==> src/rtl/packet_buffer_reader_pkg.sv <==
// Shared constants and types for the packet buffer read client.
// Holds packet buffer geometry, BRAM read latency and the reader skid FIFO depth.
// No ports: imported by packet_buffer_reader and its testbench.
package packet_buffer_reader_pkg;

  localparam int BYTE_LEN                   = 8;
  localparam int PACKET_BUFFER_SIZE_LOG2    = 10;
  localparam int PACKET_BUFFER_READ_LATENCY = 2;
  localparam int PACKET_READER_FIFO_LOG2    = 3;

  typedef enum logic [1:0] {
    ST_IDLE  = 2'd0,
    ST_ISSUE = 2'd1,
    ST_DRAIN = 2'd2
  } rd_state_e;

endpackage

==> src/rtl/packet_buffer_reader_fifo.sv <==
// Synchronous first-word-fall-through FIFO used as the reader's skid buffer.
// Latency: a push is visible at pop_data_o the cycle after it is written (head is a register read).
// Backpressure: pop is ignored while empty; push is ignored while full unless a pop frees a slot.
// Ports: push_i/push_data_i write side, pop_i/pop_data_o read side, full_o/empty_o/count_o status.
module stream_skid_fifo #(
  parameter int WIDTH      = 8,
  parameter int DEPTH_LOG2 = 3
) (
  input  logic                  clk_i,
  input  logic                  reset_ni,
  input  logic                  push_i,
  input  logic [WIDTH-1:0]      push_data_i,
  input  logic                  pop_i,
  output logic [WIDTH-1:0]      pop_data_o,
  output logic                  full_o,
  output logic                  empty_o,
  output logic [DEPTH_LOG2:0]   count_o
);

  localparam int DEPTH = 2 ** DEPTH_LOG2;

  logic [WIDTH-1:0]      mem_q [DEPTH];
  logic [DEPTH_LOG2-1:0] wr_ptr_q, rd_ptr_q;
  logic [DEPTH_LOG2:0]   count_q;
  logic                  do_push, do_pop;

  assign empty_o    = (count_q == '0);
  assign full_o     = (count_q == (DEPTH_LOG2+1)'(DEPTH));
  assign count_o    = count_q;
  assign pop_data_o = mem_q[rd_ptr_q];

  assign do_pop  = pop_i && !empty_o;
  // A full FIFO can still accept when the head leaves in the same cycle.
  assign do_push = push_i && (!full_o || do_pop);

  always_ff @(posedge clk_i) begin
    if (do_push) begin
      mem_q[wr_ptr_q] <= push_data_i;
    end
  end

  always_ff @(posedge clk_i) begin
    if (!reset_ni) begin
      wr_ptr_q <= '0;
      rd_ptr_q <= '0;
      count_q  <= '0;
    end else begin
      if (do_push) wr_ptr_q <= wr_ptr_q + DEPTH_LOG2'(1);
      if (do_pop)  rd_ptr_q <= rd_ptr_q + DEPTH_LOG2'(1);
      count_q <= count_q + (DEPTH_LOG2+1)'(do_push) - (DEPTH_LOG2+1)'(do_pop);
    end
  end

endmodule

==> src/rtl/packet_buffer_reader.sv <==
// Reads a (start_addr, len) byte run out of the packet buffer and streams it out with a last flag.
// Latency: first out_valid_o READ_LATENCY+2 cycles after the start edge, then 1 byte/cycle.
// Backpressure: reads are credit-limited by skid FIFO space, so out_rdy_i=0 stalls issue without loss.
// Ports: start_i/start_addr_i/len_i command in, busy_o/done_o status, read_req_o/read_addr_o and
//        read_ready_i/read_data_i to the BRAM manager, out_valid_o/out_data_o/out_last_o/out_rdy_i stream.
module packet_buffer_reader
  import packet_buffer_reader_pkg::*;
#(
  parameter int RAM_SIZE_LOG2 = PACKET_BUFFER_SIZE_LOG2,
  parameter int READ_LATENCY  = PACKET_BUFFER_READ_LATENCY,
  parameter int FIFO_LOG2     = PACKET_READER_FIFO_LOG2
) (
  input  logic                     clk_i,
  input  logic                     reset_ni,
  input  logic                     start_i,
  input  logic [RAM_SIZE_LOG2-1:0] start_addr_i,
  input  logic [RAM_SIZE_LOG2:0]   len_i,
  output logic                     busy_o,
  output logic                     done_o,
  output logic                     read_req_o,
  output logic [RAM_SIZE_LOG2-1:0] read_addr_o,
  input  logic                     read_ready_i,
  input  logic [BYTE_LEN-1:0]      read_data_i,
  output logic                     out_valid_o,
  output logic [BYTE_LEN-1:0]      out_data_o,
  output logic                     out_last_o,
  input  logic                     out_rdy_i
);

  localparam int LW    = RAM_SIZE_LOG2 + 1;
  localparam int CW    = FIFO_LOG2 + 1;
  localparam int DEPTH = 2 ** FIFO_LOG2;

  // Full throughput needs room for every byte in flight plus the one being presented.
  if (DEPTH < READ_LATENCY + 1) begin : g_bad_depth
    $error("skid FIFO too shallow for the BRAM read latency");
  end

  rd_state_e               state_q, state_d;
  logic [LW-1:0]           len_q, len_d;
  logic [LW-1:0]           issued_q, issued_d;
  logic [LW-1:0]           out_cnt_q, out_cnt_d;
  logic [CW-1:0]           outstanding_q, outstanding_d;
  logic                    read_req_q, read_req_d;
  logic [RAM_SIZE_LOG2-1:0] read_addr_q, read_addr_d;
  logic                    done_q, done_d;

  logic                    fifo_push, fifo_pop, fifo_full, fifo_empty;
  logic [CW-1:0]           fifo_count, fifo_count_nxt;
  logic [CW:0]             credit_used;

  // Returns arriving with nothing outstanding belong to a command killed by reset.
  assign fifo_push      = read_ready_i && (outstanding_q != '0);
  assign fifo_pop       = !fifo_empty && out_rdy_i;
  assign fifo_count_nxt = fifo_count + CW'(fifo_push) - CW'(fifo_pop);

  stream_skid_fifo #(
    .WIDTH      (BYTE_LEN),
    .DEPTH_LOG2 (FIFO_LOG2)
  ) u_fifo (
    .clk_i       (clk_i),
    .reset_ni    (reset_ni),
    .push_i      (fifo_push),
    .push_data_i (read_data_i),
    .pop_i       (fifo_pop),
    .pop_data_o  (out_data_o),
    .full_o      (fifo_full),
    .empty_o     (fifo_empty),
    .count_o     (fifo_count)
  );

  always_comb begin
    state_d       = state_q;
    len_d         = len_q;
    issued_d      = issued_q + LW'(read_req_q);
    out_cnt_d     = out_cnt_q + LW'(fifo_pop);
    outstanding_d = outstanding_q + CW'(read_req_q) - CW'(fifo_push);
    read_addr_d   = read_addr_q + RAM_SIZE_LOG2'(read_req_q);
    done_d        = 1'b0;

    case (state_q)
      ST_IDLE: begin
        if (start_i) begin
          if (len_i == '0) begin
            done_d = 1'b1;
          end else begin
            state_d     = ST_ISSUE;
            len_d       = len_i;
            issued_d    = '0;
            out_cnt_d   = '0;
            read_addr_d = start_addr_i;
          end
        end
      end
      ST_ISSUE: begin
        if (issued_d == len_q) state_d = ST_DRAIN;
      end
      ST_DRAIN: begin
        if (fifo_pop && out_last_o) begin
          state_d = ST_IDLE;
          done_d  = 1'b1;
        end
      end
      default: state_d = ST_IDLE;
    endcase

    // Credit is judged on post-edge occupancy so a pop this cycle frees a slot immediately.
    credit_used = {1'b0, fifo_count_nxt} + {1'b0, outstanding_d};
    read_req_d  = (state_q == ST_ISSUE) && (state_d == ST_ISSUE) &&
                  (issued_d < len_q) && (credit_used < (CW+1)'(DEPTH));
  end

  always_ff @(posedge clk_i) begin
    if (!reset_ni) begin
      state_q       <= ST_IDLE;
      len_q         <= '0;
      issued_q      <= '0;
      out_cnt_q     <= '0;
      outstanding_q <= '0;
      read_req_q    <= 1'b0;
      read_addr_q   <= '0;
      done_q        <= 1'b0;
    end else begin
      state_q       <= state_d;
      len_q         <= len_d;
      issued_q      <= issued_d;
      out_cnt_q     <= out_cnt_d;
      outstanding_q <= outstanding_d;
      read_req_q    <= read_req_d;
      read_addr_q   <= read_addr_d;
      done_q        <= done_d;
    end
  end

  assign busy_o      = (state_q != ST_IDLE);
  assign done_o      = done_q;
  assign read_req_o  = read_req_q;
  assign read_addr_o = read_addr_q;
  assign out_valid_o = !fifo_empty;
  assign out_last_o  = !fifo_empty && (out_cnt_q == len_q - LW'(1));

  a_no_overflow: assert property (@(posedge clk_i) disable iff (!reset_ni)
                                  !(fifo_push && fifo_full && !fifo_pop));

endmodule

==> config.mk <==
export PLATFORM = sky130hd
export DESIGN_NAME = packet_buffer_reader
export DESIGN_NICKNAME = d
export VERILOG_FILES = /design/src/rtl/packet_buffer_reader_pkg.sv /design/src/rtl/packet_buffer_reader_fifo.sv /design/src/rtl/packet_buffer_reader.sv
export SDC_FILE = /design/constraint.sdc
export NUM_CORES = 1
export LEC_CHECK = 0
export ABC_AREA = 1
export BUFFER_PORTS_ARGS = -buffer_cell sky130_fd_sc_hd__buf_2
export CAP_MARGIN = 25
export CORE_ASPECT_RATIO = 1.2
export CORE_MARGIN = 2
export CORE_UTILIZATION = 60
export CTS_CLUSTER_SIZE = 28
export DETAILED_ROUTE_END_ITERATION = 10
export PLACE_DENSITY_LB_ADDON = 0.25
export SETUP_SLACK_MARGIN = 0.02
export SLEW_MARGIN = 20
export SYNTH_ARGS = -nofsm -noshare
export SYNTH_HDL_FRONTEND = slang
export SYNTH_HIERARCHICAL = 1
export SYNTH_SLANG_ARGS = --single-unit
==> constraint.sdc <==
create_clock -name clk_i -period 4.2 [get_ports clk_i]
set_input_delay 0.21 -clock clk_i [delete_from_list [all_inputs] [get_ports clk_i]]
set_output_delay 0.21 -clock clk_i [all_outputs]
set_load 0.02 [all_outputs]
## After elaboration in Yosys (flattened, before gate mapping)

Memories as Yosys holds them, arrays and structs flattened. A register that Yosys moved wholly into a read port is not among the register bits.
Cells that the tools add are included.
Widths: inputs -> output; s select.

| cells by class | value |
|---|---|
| $add $sub $neg | 13 |
| $lt $le $gt $ge | 2 |
| eq/ne operators | 6 |
| mux-type cells | 22 |
| bitwise operators | 1 |
| reduce and logical (&&, ||, !) cells | 18 |

Operators by type and width:

| operator | count |
|---|---|
| $mux 11 | 6 |
| $mux 10 | 3 |
| $add 11x1->11 | 2 |
| $eq 11x11->1 | 2 |
| $add 4x1->4 | 3 |
| $sub 4x1->4 | 3 |
| $logic_not 11->1 | 1 |
| $lt 11x11->1 | 1 |
| $sub 11x1->11 const B | 1 |
| $add 10x1->10 | 1 |
| $logic_and 1x1->1 | 9 |
| $mux 2 | 4 |
| $add 3x1->3 const B | 2 |
| $mux 3 | 2 |
| $pmux 2 s3 | 1 |
| $add 4x4->5 | 1 |
| $lt 5x4->1 const B | 1 |
| $mux 1 | 5 |
| $eq 2x1->1 const B | 2 |
| $eq 4x4->1 const B | 1 |
| $logic_not 4->1 | 1 |
| $reduce_bool 4->1 | 1 |
| $reduce_and 3->1 | 1 |
| $eq 2x2->1 const B | 1 |
| other kinds (6) | 7 |

| word-level totals | value |
|---|---|
| register bits | 61 |
| bits in writable memories | 64 |
| input port bits | 34 |
| output and inout port bits | 23 |
| logic and storage cells | 74 |
| memories kept | 1 |

Memories:

| memory | words | width | rd ports | clocked after Yosys merged registers in | write ports | line | RTL |
|---|---|---|---|---|---|---|---|
| u_fifo.mem_q | 8 | 8 | 1 | 1 | 1 | packet_buffer_reader_fifo.sv:22 | `logic [WIDTH-1:0] mem_q [DEPTH];` |

## Longest topological paths before layout

Gate-level depths: netlist (run 1).

| logic depth | value |
|---|---|
| depth in word-level cells | 10 |
| gate-level depth with buffers | 19 |
| depth with buffers taken out | 19 |

## Cells and area by module

Netlist (run 1), hierarchy kept.

Modules (own cells, without submodules):

| module | times used | cells each | area each (sq um) | seq. area each (sq um) |
|---|---|---|---|---|
| packet_buffer_reader | 1 | 536 | 3,500.9 | 1,021.0 |
| stream_skid_fifo | 1 | 288 | 3,263.1 | 2,182.1 |

## Worst setup path before layout (run 1)

Ideal clock, no wire load.

| timing | value |
|---|---|
| kind | reg-to-reg |
| start point | register u_fifo.count_q[2], in the netlist u_fifo/count_o[2] |
| end point | register read_req_q, in the netlist read_req_o |
| library setup time | 70 ps |
| data arrival time | 2,943 ps |
| data required time | 4,130 ps |
| setup slack | 1,187 ps |
| cell stages (with the launch flop) | 17 |
| path buffers | 0 |
| period minus slack after synthesis | 3,013 ps |
| path through | dfxtp_1 inv_1 ha_1 nand2_2 inv_1 nor2_1 ha_1 inv_1 ha_1 fa_1 ha_1 and3_1 o21ai_0 o211ai_1 nor2_1 nand2_1 a21oi_1 |

| between the ends | value |
|---|---|
| longest elaborated chain between the ends | 10 |
| elaborated cells on any way between the ends | 15 |
| classes of those cells | add/sub (3); order compare (1); eq/ne (1); mux (2); reduce/logical (8) |

RTL lines:

| what | line | RTL |
|---|---|---|
| from (decl) | packet_buffer_reader_fifo.sv:24 | `logic [DEPTH_LOG2:0] count_q;` |
| from (signal assigned) | packet_buffer_reader_fifo.sv:50 | `count_q <= count_q + (DEPTH_LOG2+1)'(do_push) - (DEPTH_LOG2+1)'(do_pop);` |
| $logic_not 4->1 * | packet_buffer_reader_fifo.sv:27 | `assign empty_o = (count_q == '0);` |
| net fifo_empty | packet_buffer_reader.sv:48 | `logic fifo_push, fifo_pop, fifo_full, fifo_empty;` |
| $logic_not 1->1 * | packet_buffer_reader.sv:54 | `assign fifo_pop = !fifo_empty && out_rdy_i;` |
| $logic_and 1x1->1 * | packet_buffer_reader.sv:54 |  |
| net fifo_pop | packet_buffer_reader.sv:48 |  |
| branches (longest 6 deep; another with $add 4x4->5) | n/a |  |
| $logic_and 1x1->1 * | packet_buffer_reader.sv:110 | `(issued_d < len_q) && (credit_used < (CW+1)'(DEPTH));` |
| to (signal assigned) | packet_buffer_reader.sv:129 | `read_req_q <= read_req_d;` |
| to (decl) | packet_buffer_reader.sv:44 | `logic read_req_q, read_req_d;` |

Mark *: on every way through the listed nets, which the timed path passes.
A chain may end at the register's enable or synchronous reset.

## Final worst setup path (run 1)

Ends and elaborated chain as after synthesis.

==> results of run 1 <==
==> flip-flops by register name, indices dropped and copies added, names as in the netlist, named ones only <==
register	count
state_q	2
read_req_o	1
u_fifo/rd_ptr_q	3
len_q	11
u_fifo/wr_ptr_q	3
read_addr_o	10
issued_q	11
u_fifo/count_o	4
done_o	1
u_fifo/mem_q	64
out_cnt_q	11
outstanding_q	4
==> area by class of cell <==
type                    instances  area [um^2]  area share, %
flip-flops and latches        128         3200           41.4
clock inverters                14          191           2.47
inverters                      93          349           4.51
well taps                     132          165           2.13
clock buffers                  18          429           5.54
repair buffers                 61          325           4.20
multi-input cells             583         3080           39.8
==> metrics by stage <==
stage | hold slack, ps | setup WS [ps] | instances | instance area, um^2 | power (mW)
2_1_floorplan | 303 | 1190 | 824 | 6760 | 2.62
3_3_place_gp | 447 | 1240 | 996 | 7110 | 2.88
3_5_place_dp | 457 | 1090 | 996 | 7110 | 2.95
4_1_cts | 30.0 | 1050 | 1028 | 7730 | 4.50
5_1_grt | 55.4 | 771 | 1029 | 7740 | 4.77
6_report | 31.4 | 1040 | 1029 | 7740 | 4.49
==> cells in the final DEF (no fill, tap or decap), drive strengths merged, types with 4 or more instances in the layout <==
cell / instances
xnor2: 7
edfxtp: 64
nor3: 7
o21ai: 77
or2: 4
clkbuf: 18
buf: 61
nand3: 58
dfxtp: 64
nand4: 9
clkinv: 7
nor2: 148
ha: 36
xor2: 16
a21oi: 40
nand3b: 5
bufinv: 4
nand2: 162
nor3b: 4
inv: 93
==> cells by family (layout without fill, tap and decap cells) <==
logic type                 Yosys count  after routing  share of synthesized area [%]
and+or+nand+nor                    399            399                           25.7
xor gates and xnor gates            23             23                           2.98
AOI/OAI and AO/OA                  122            122                           9.32
adders and majority gates           39             39                           7.55
buffers and inverters              113            186                           7.08
DFF                                128            128                           47.4
==> worst max-delay path, delay by kind of cell (launching register included) <==
kind                       cells  cell delay, ps
adders and majority gates      5            1360
AOI/OAI and AO/OA              3             410
buffers and inverters          4             410
DFF                            1             370
and+or+nand+nor                5             540
==> power by group <==
group	switching (mW)	leakage [nW]	total, mW	internal, mW
clock network	0.544	0.294	1.53	0.990
logic	0.897	1.95	1.42	0.519
registers	0.0952	1.10	1.54	1.45
total	1.54	3.35	4.49	2.96
==> layer usage <==
layer	share of wire (%)	up-vias
met2	51	196
met5	0	-
li1	-	2832
met3	5.9	38
met1	40	2572
met4	3.1	0
==> how the worst max path moves through the flow <==
stage	from	to	cells past startpoint
after floorplan	u_fifo/count_o[2]	read_req_o	16
after global placement	u_fifo/count_o[2]	read_req_o	19
after detailed placement	u_fifo/count_o[2]	read_req_o	17
after CTS	u_fifo/count_o[2]	read_req_o	17
after global routing	u_fifo/count_o[2]	read_req_o	17
final	u_fifo/count_o[2]	read_req_o	17
==> results.toml, run 1 <==
[route]
drt-pass1-iter-count = 5
vias = 5638
vias_per_cell = 5.48
detail-route-antenna-nets = 0
routedWlPerCell_um = 14.5
route.detailed.drc = 0
drt_iter0_drc = 289
drt-total-wl_mm = 14.9

[synthesis]
ys_seq_elements = 128
avgSynthCellArea_um2 = 8.21
syn_area_mm2 = 0.00676
synth_cells = 824
yosys_warnings = 6
yosysTopAreaCell = "edfxtp_1"
synth_area_leaders = "edfxtp_1 (28%), dfxtp_1 (19%), nand2_1 (8.7%), nor2_1 (7.9%), ha_1 (6.7%)"
synth_top_area_share_pct = 28.4
yosysUniqueCellTypes = 41
netlist_top_cells_count = "nand2_1 (157), nor2_1 (142), inv_1 (91)"
syn-num-nets = 897
synth.most_common_cell = "nand2_1"
async_flop_share_pct = 0
synth_edf_count = 64
synth-main-ff-cell = "edfxtp_1"
yosysSeqAreaShare_pct = 47.4

[clock_tree]
cts_buffers = 17
cts_resized = 0
holdBufCountCts = 0
cts_tree = "yes"
clock_latency_ps = 420
cts-root-buf = "clkbuf_16"
cts.path.max_buffers = 2
clkTransAtPathRegs_ps = 60
htree_levels = 4
cts_setup_buffers = 0
cts.sinks = 128

[sta]
worstMarginPinSlew_ps = 916
max_freq_mhz = 316
hold_violations = 0
rsz0062_at_grt = "false"
skew_ps = 10.3
setup_violations = 0
finalMaxSlewViolations = 0
setup_tns_ps = 0
period_share_pct = 75.3
slew-limit-headroom_pct = 38.7
period_needed_ps = 3160

[worst_setup_path]
endpoint_kind = "flip-flop"
crit_path_start_kind = "flip-flop"
r2r_setup_slack_ps = 1040
cp_data_required_time_ps = 4540
crit_path_frequent_cell = "ha_1"
slowest_delay_ps = 440
criticalPathCategory = "flip-flop to flip-flop"
r2r-end = "read_req_o"
reg2reg_from = "u_fifo/count_o[2]"
critPathSlowestCell = "fa_1"
cp.arrival_ps = 3510
cp_cell_sequence = "inv_1 -> ha_1 -> nand2_2 -> inv_1 -> nor2_1 -> buf_4 -> ha_1 -> inv_1 -> ha_1 -> fa_1 -> ha_1 -> and3_1 -> o21ai_0 -> o211ai_1 -> nor2_1 -> nand2_1 -> a21oi_1"
worstRegToRegCells = 17
crit_fanout = 7

[run_status]
status = "finished clean"

[floorplanning]
floorplan.rows = 42
start_util_pct = 61.3
ios = 57
die_w_um = 101
core_area_mm2 = 0.0110
die_area_mm2 = 0.0121
die_h_um = 120

[global_route]
grt_antenna_before_repair = 0
first_global_vias = 5325
use_met2_pct = 44.5
gr-usage-all-layers_pct = 25.4
met3_usage_pct = 5.66
grt_busiest_layer = "met2"
met1_usage_pct = 29.5
grt_pass1_wl_mm = 24.2
overflow = 0
grt_max_degree = 44

[finish]
diodes = 0
area_growth_syn_to_layout_pct = 14.5
final_nets = 957
post-route-util_pct = 70.2
fillers = 861
final_layout_size_suffix_gt1_share_pct = 12.6

[power]
ir_drop_mv = 0.303
power_density_mw_per_mm2 = 580
power_leakage_nw = 3.35

[hold_path]
holdPathStages = 3
hp-start = "start_addr_i[7]"
min_to = "read_addr_o[7]"
hp-class = "input port to flip-flop"

[placed_design]
dp_hpwl_mm = 10.5
port_buffers = 56
routabilityCongestion = 0.926

[flow_run]
max_cap_violations = 0
(Power assumes the default switching activity.)
==> run 2: changes to the inputs <==
--- a/config.mk
+++ b/config.mk
@@ -10,7 +10,7 @@
 export CAP_MARGIN = 25
 export CORE_ASPECT_RATIO = 1.2
 export CORE_MARGIN = 2
-export CORE_UTILIZATION = 60
+export CORE_UTILIZATION = 54
 export CTS_CLUSTER_SIZE = 28
 export DETAILED_ROUTE_END_ITERATION = 10
 export PLACE_DENSITY_LB_ADDON = 0.25
==> constraint.sdc (replaced) <==
create_clock -name clk_i -period 2.6 [get_ports clk_i]
set_input_delay 0.13 -clock clk_i [delete_from_list [all_inputs] [get_ports clk_i]]
set_output_delay 0.13 -clock clk_i [all_outputs]
set_load 0.02 [all_outputs]
==> results.toml, run 2 (synthesis gave the netlist of run 1 again) <==
[clock_tree]
clkTransAtPathRegs_ps = 60
cts_tree = "yes"
cts-root-buf = "clkbuf_16"
cts.sinks = 128
cts_buffers = 17
clock_latency_ps = 410
htree_levels = 4
cts.path.max_buffers = 2

[worst_setup_path]
endpoint_kind = "flip-flop"
cp.arrival_ps = 3040
worstRegToRegCells = 18
criticalPathCategory = "flip-flop to flip-flop"
crit_start = "outstanding_q[2]"
crit_path_start_kind = "flip-flop"
r2r-end = "read_req_o"
cp_data_required_time_ps = 2950
r2r_setup_slack_ps = -90
reg2reg_from = "outstanding_q[2]"
crit_fanout = 2

[sta]
worstMarginPinSlew_ps = 529
fin_ws_ps = -94.8
rsz0062_at_grt = "true"
period_share_pct = 104
finalMaxSlewViolations = 0
setup_violations = 1
skew_ps = 9.63
timing.hold.ws_ps = 12.8
slew-limit-headroom_pct = 64.7
hold_violations = 0
period_needed_ps = 2690
max_freq_mhz = 371

[power]
intPower_mw = 5.28
swShare_pct = 33.9
p_sw_mw = 2.71
p_seq_share_pct = 31.0
pwr-share-comb_pct = 36.8
pwr-share-clk_pct = 32.2
power_density_mw_per_mm2 = 952
ir_drop_mv = 0.534
power_leakage_nw = 3.58

[finish]
layout_common_cells = "nand2_1 (154), nor2_1 (138), inv_1 (81)"
largest_register_ffs = 64
largest_register = "u_fifo/mem_q"
post-route-util_pct = 68.9
diodes = 0
final_layout_size_suffix_gt1_share_pct = 19.9
area_growth_syn_to_layout_pct = 24.0
final_nets = 1001
layout_commonest_cell = "nand2_1"

[hold_path]
hp-start = "read_data_i[2]"
min_to = "u_fifo/mem_q[1][2]"
hp-class = "input port to flip-flop"
holdPathStages = 1

[global_route]
grt_max_degree = 43
grt_pass1_wl_mm = 26.6
gr-usage-all-layers_pct = 25.0
overflow = 0
first_global_vias = 5671
grt_antenna_before_repair = 0

[route]
drt_iter0_drc = 421
vias = 5851
routedWlPerCell_um = 14.7
vias_per_cell = 5.31
detail-route-antenna-nets = 0
drt-pass1-iter-count = 5
drt-total-wl_mm = 16.2
route.detailed.drc = 0

[floorplanning]
ios = 57
start_util_pct = 55.6
die_w_um = 106
die_h_um = 127
core_area_mm2 = 0.0122
floorplan.rows = 44
die_area_mm2 = 0.0134

[flow_run]
max_cap_violations = 0

[placed_design]
dp_hpwl_mm = 11.1
port_buffers = 56
routabilityCongestion = 0.885

[run_status]
violations = "negative setup slack"
status = "finished with violations"
-- run 2: cell count changes in the layout (fill, tap and decap cells not counted), sizes merged --
| cell | delta |
|---|---|
| inv | +1 |
| buf | +31 |
| dlygate4sd3 | +13 |
| clkinvlp | -1 |
| bufinv | +1 |
| clkinv | -1 |
-- run 2: critical path, cell delays in order (launching register included) --
cell,delay [ps]
dfxtp_2,320
inv_2,50
ha_4,160
a31oi_4,150
ha_4,150
inv_2,40
ha_4,250
nand3_2,50
nand2_2,80
xor2_2,170
inv_1,60
ha_1,280
nor2_1,110
nand3_1,90
nor4_1,190
o211ai_1,120
nor2_1,120
nand2_1,80
a21oi_2,120
-- run 2: worst max path at each step --
| stage | to | slack [ps] |
|---|---|---|
| after floorplan | read_req_o | -60 |
| after global placement | read_req_o | -80 |
| after detailed placement | read_req_o | -260 |
| after CTS | read_req_o | -50 |
| after global routing | read_req_o | -240 |
| final | read_req_o | -90 |
-- run 2: metal layers --
layer	GRT usage (%)	wire length, um
met5	0	0
met4	10.1	495
met3	4.88	584
met2	45.6	8420
met1	28.6	6680
-- run 2: area by class of cell --
| class | count | area [um^2] |
|---|---|---|
| Clock buffer | 18 | 429 |
| Clock inverter | 14 | 214 |
| Fill cell | 959 | 3780 |
| Inverter | 93 | 352 |
| Multi-Input combinational cell | 583 | 3300 |
| Sequential cell | 128 | 3210 |
| Tap cell | 161 | 201 |
| Timing Repair Buffer | 105 | 681 |
-- run 2: power groups by stage --
stage	Clock [mW]	Sequential (mW)	Combinational, mW
3_3_place_gp	0	2.49	2.55
3_5_place_dp	0	2.51	2.68
4_1_cts	2.61	2.47	2.90
5_1_grt	2.71	2.49	3.33
2_1_floorplan	0	2.53	1.86
6_report	2.57	2.47	2.94
-- run 2: what timing repair did --
action	4_1_cts	5_1_grt
setup endpoints to repair	1	4
pin swaps	17	3
endpoints found under the hold margin	59	0
hold buffers	13	0
buffers inserted	3	0
resized for setup	11	13
-- run 2: through the flow --
stage	std cells	power [mW]	instance area, um^2	setup WS, ps	TNS [ps]
floorplan	824	4.40	6890	-55.0	-55.0
global placement	1054	5.05	7480	-80.0	-80.0
detailed placement	1054	5.18	7480	-260	-260
CTS	1102	7.98	8340	-45.0	-45.0
global route	1102	8.53	8390	-242	-283
finish	1102	7.99	8390	-94.8	-94.8
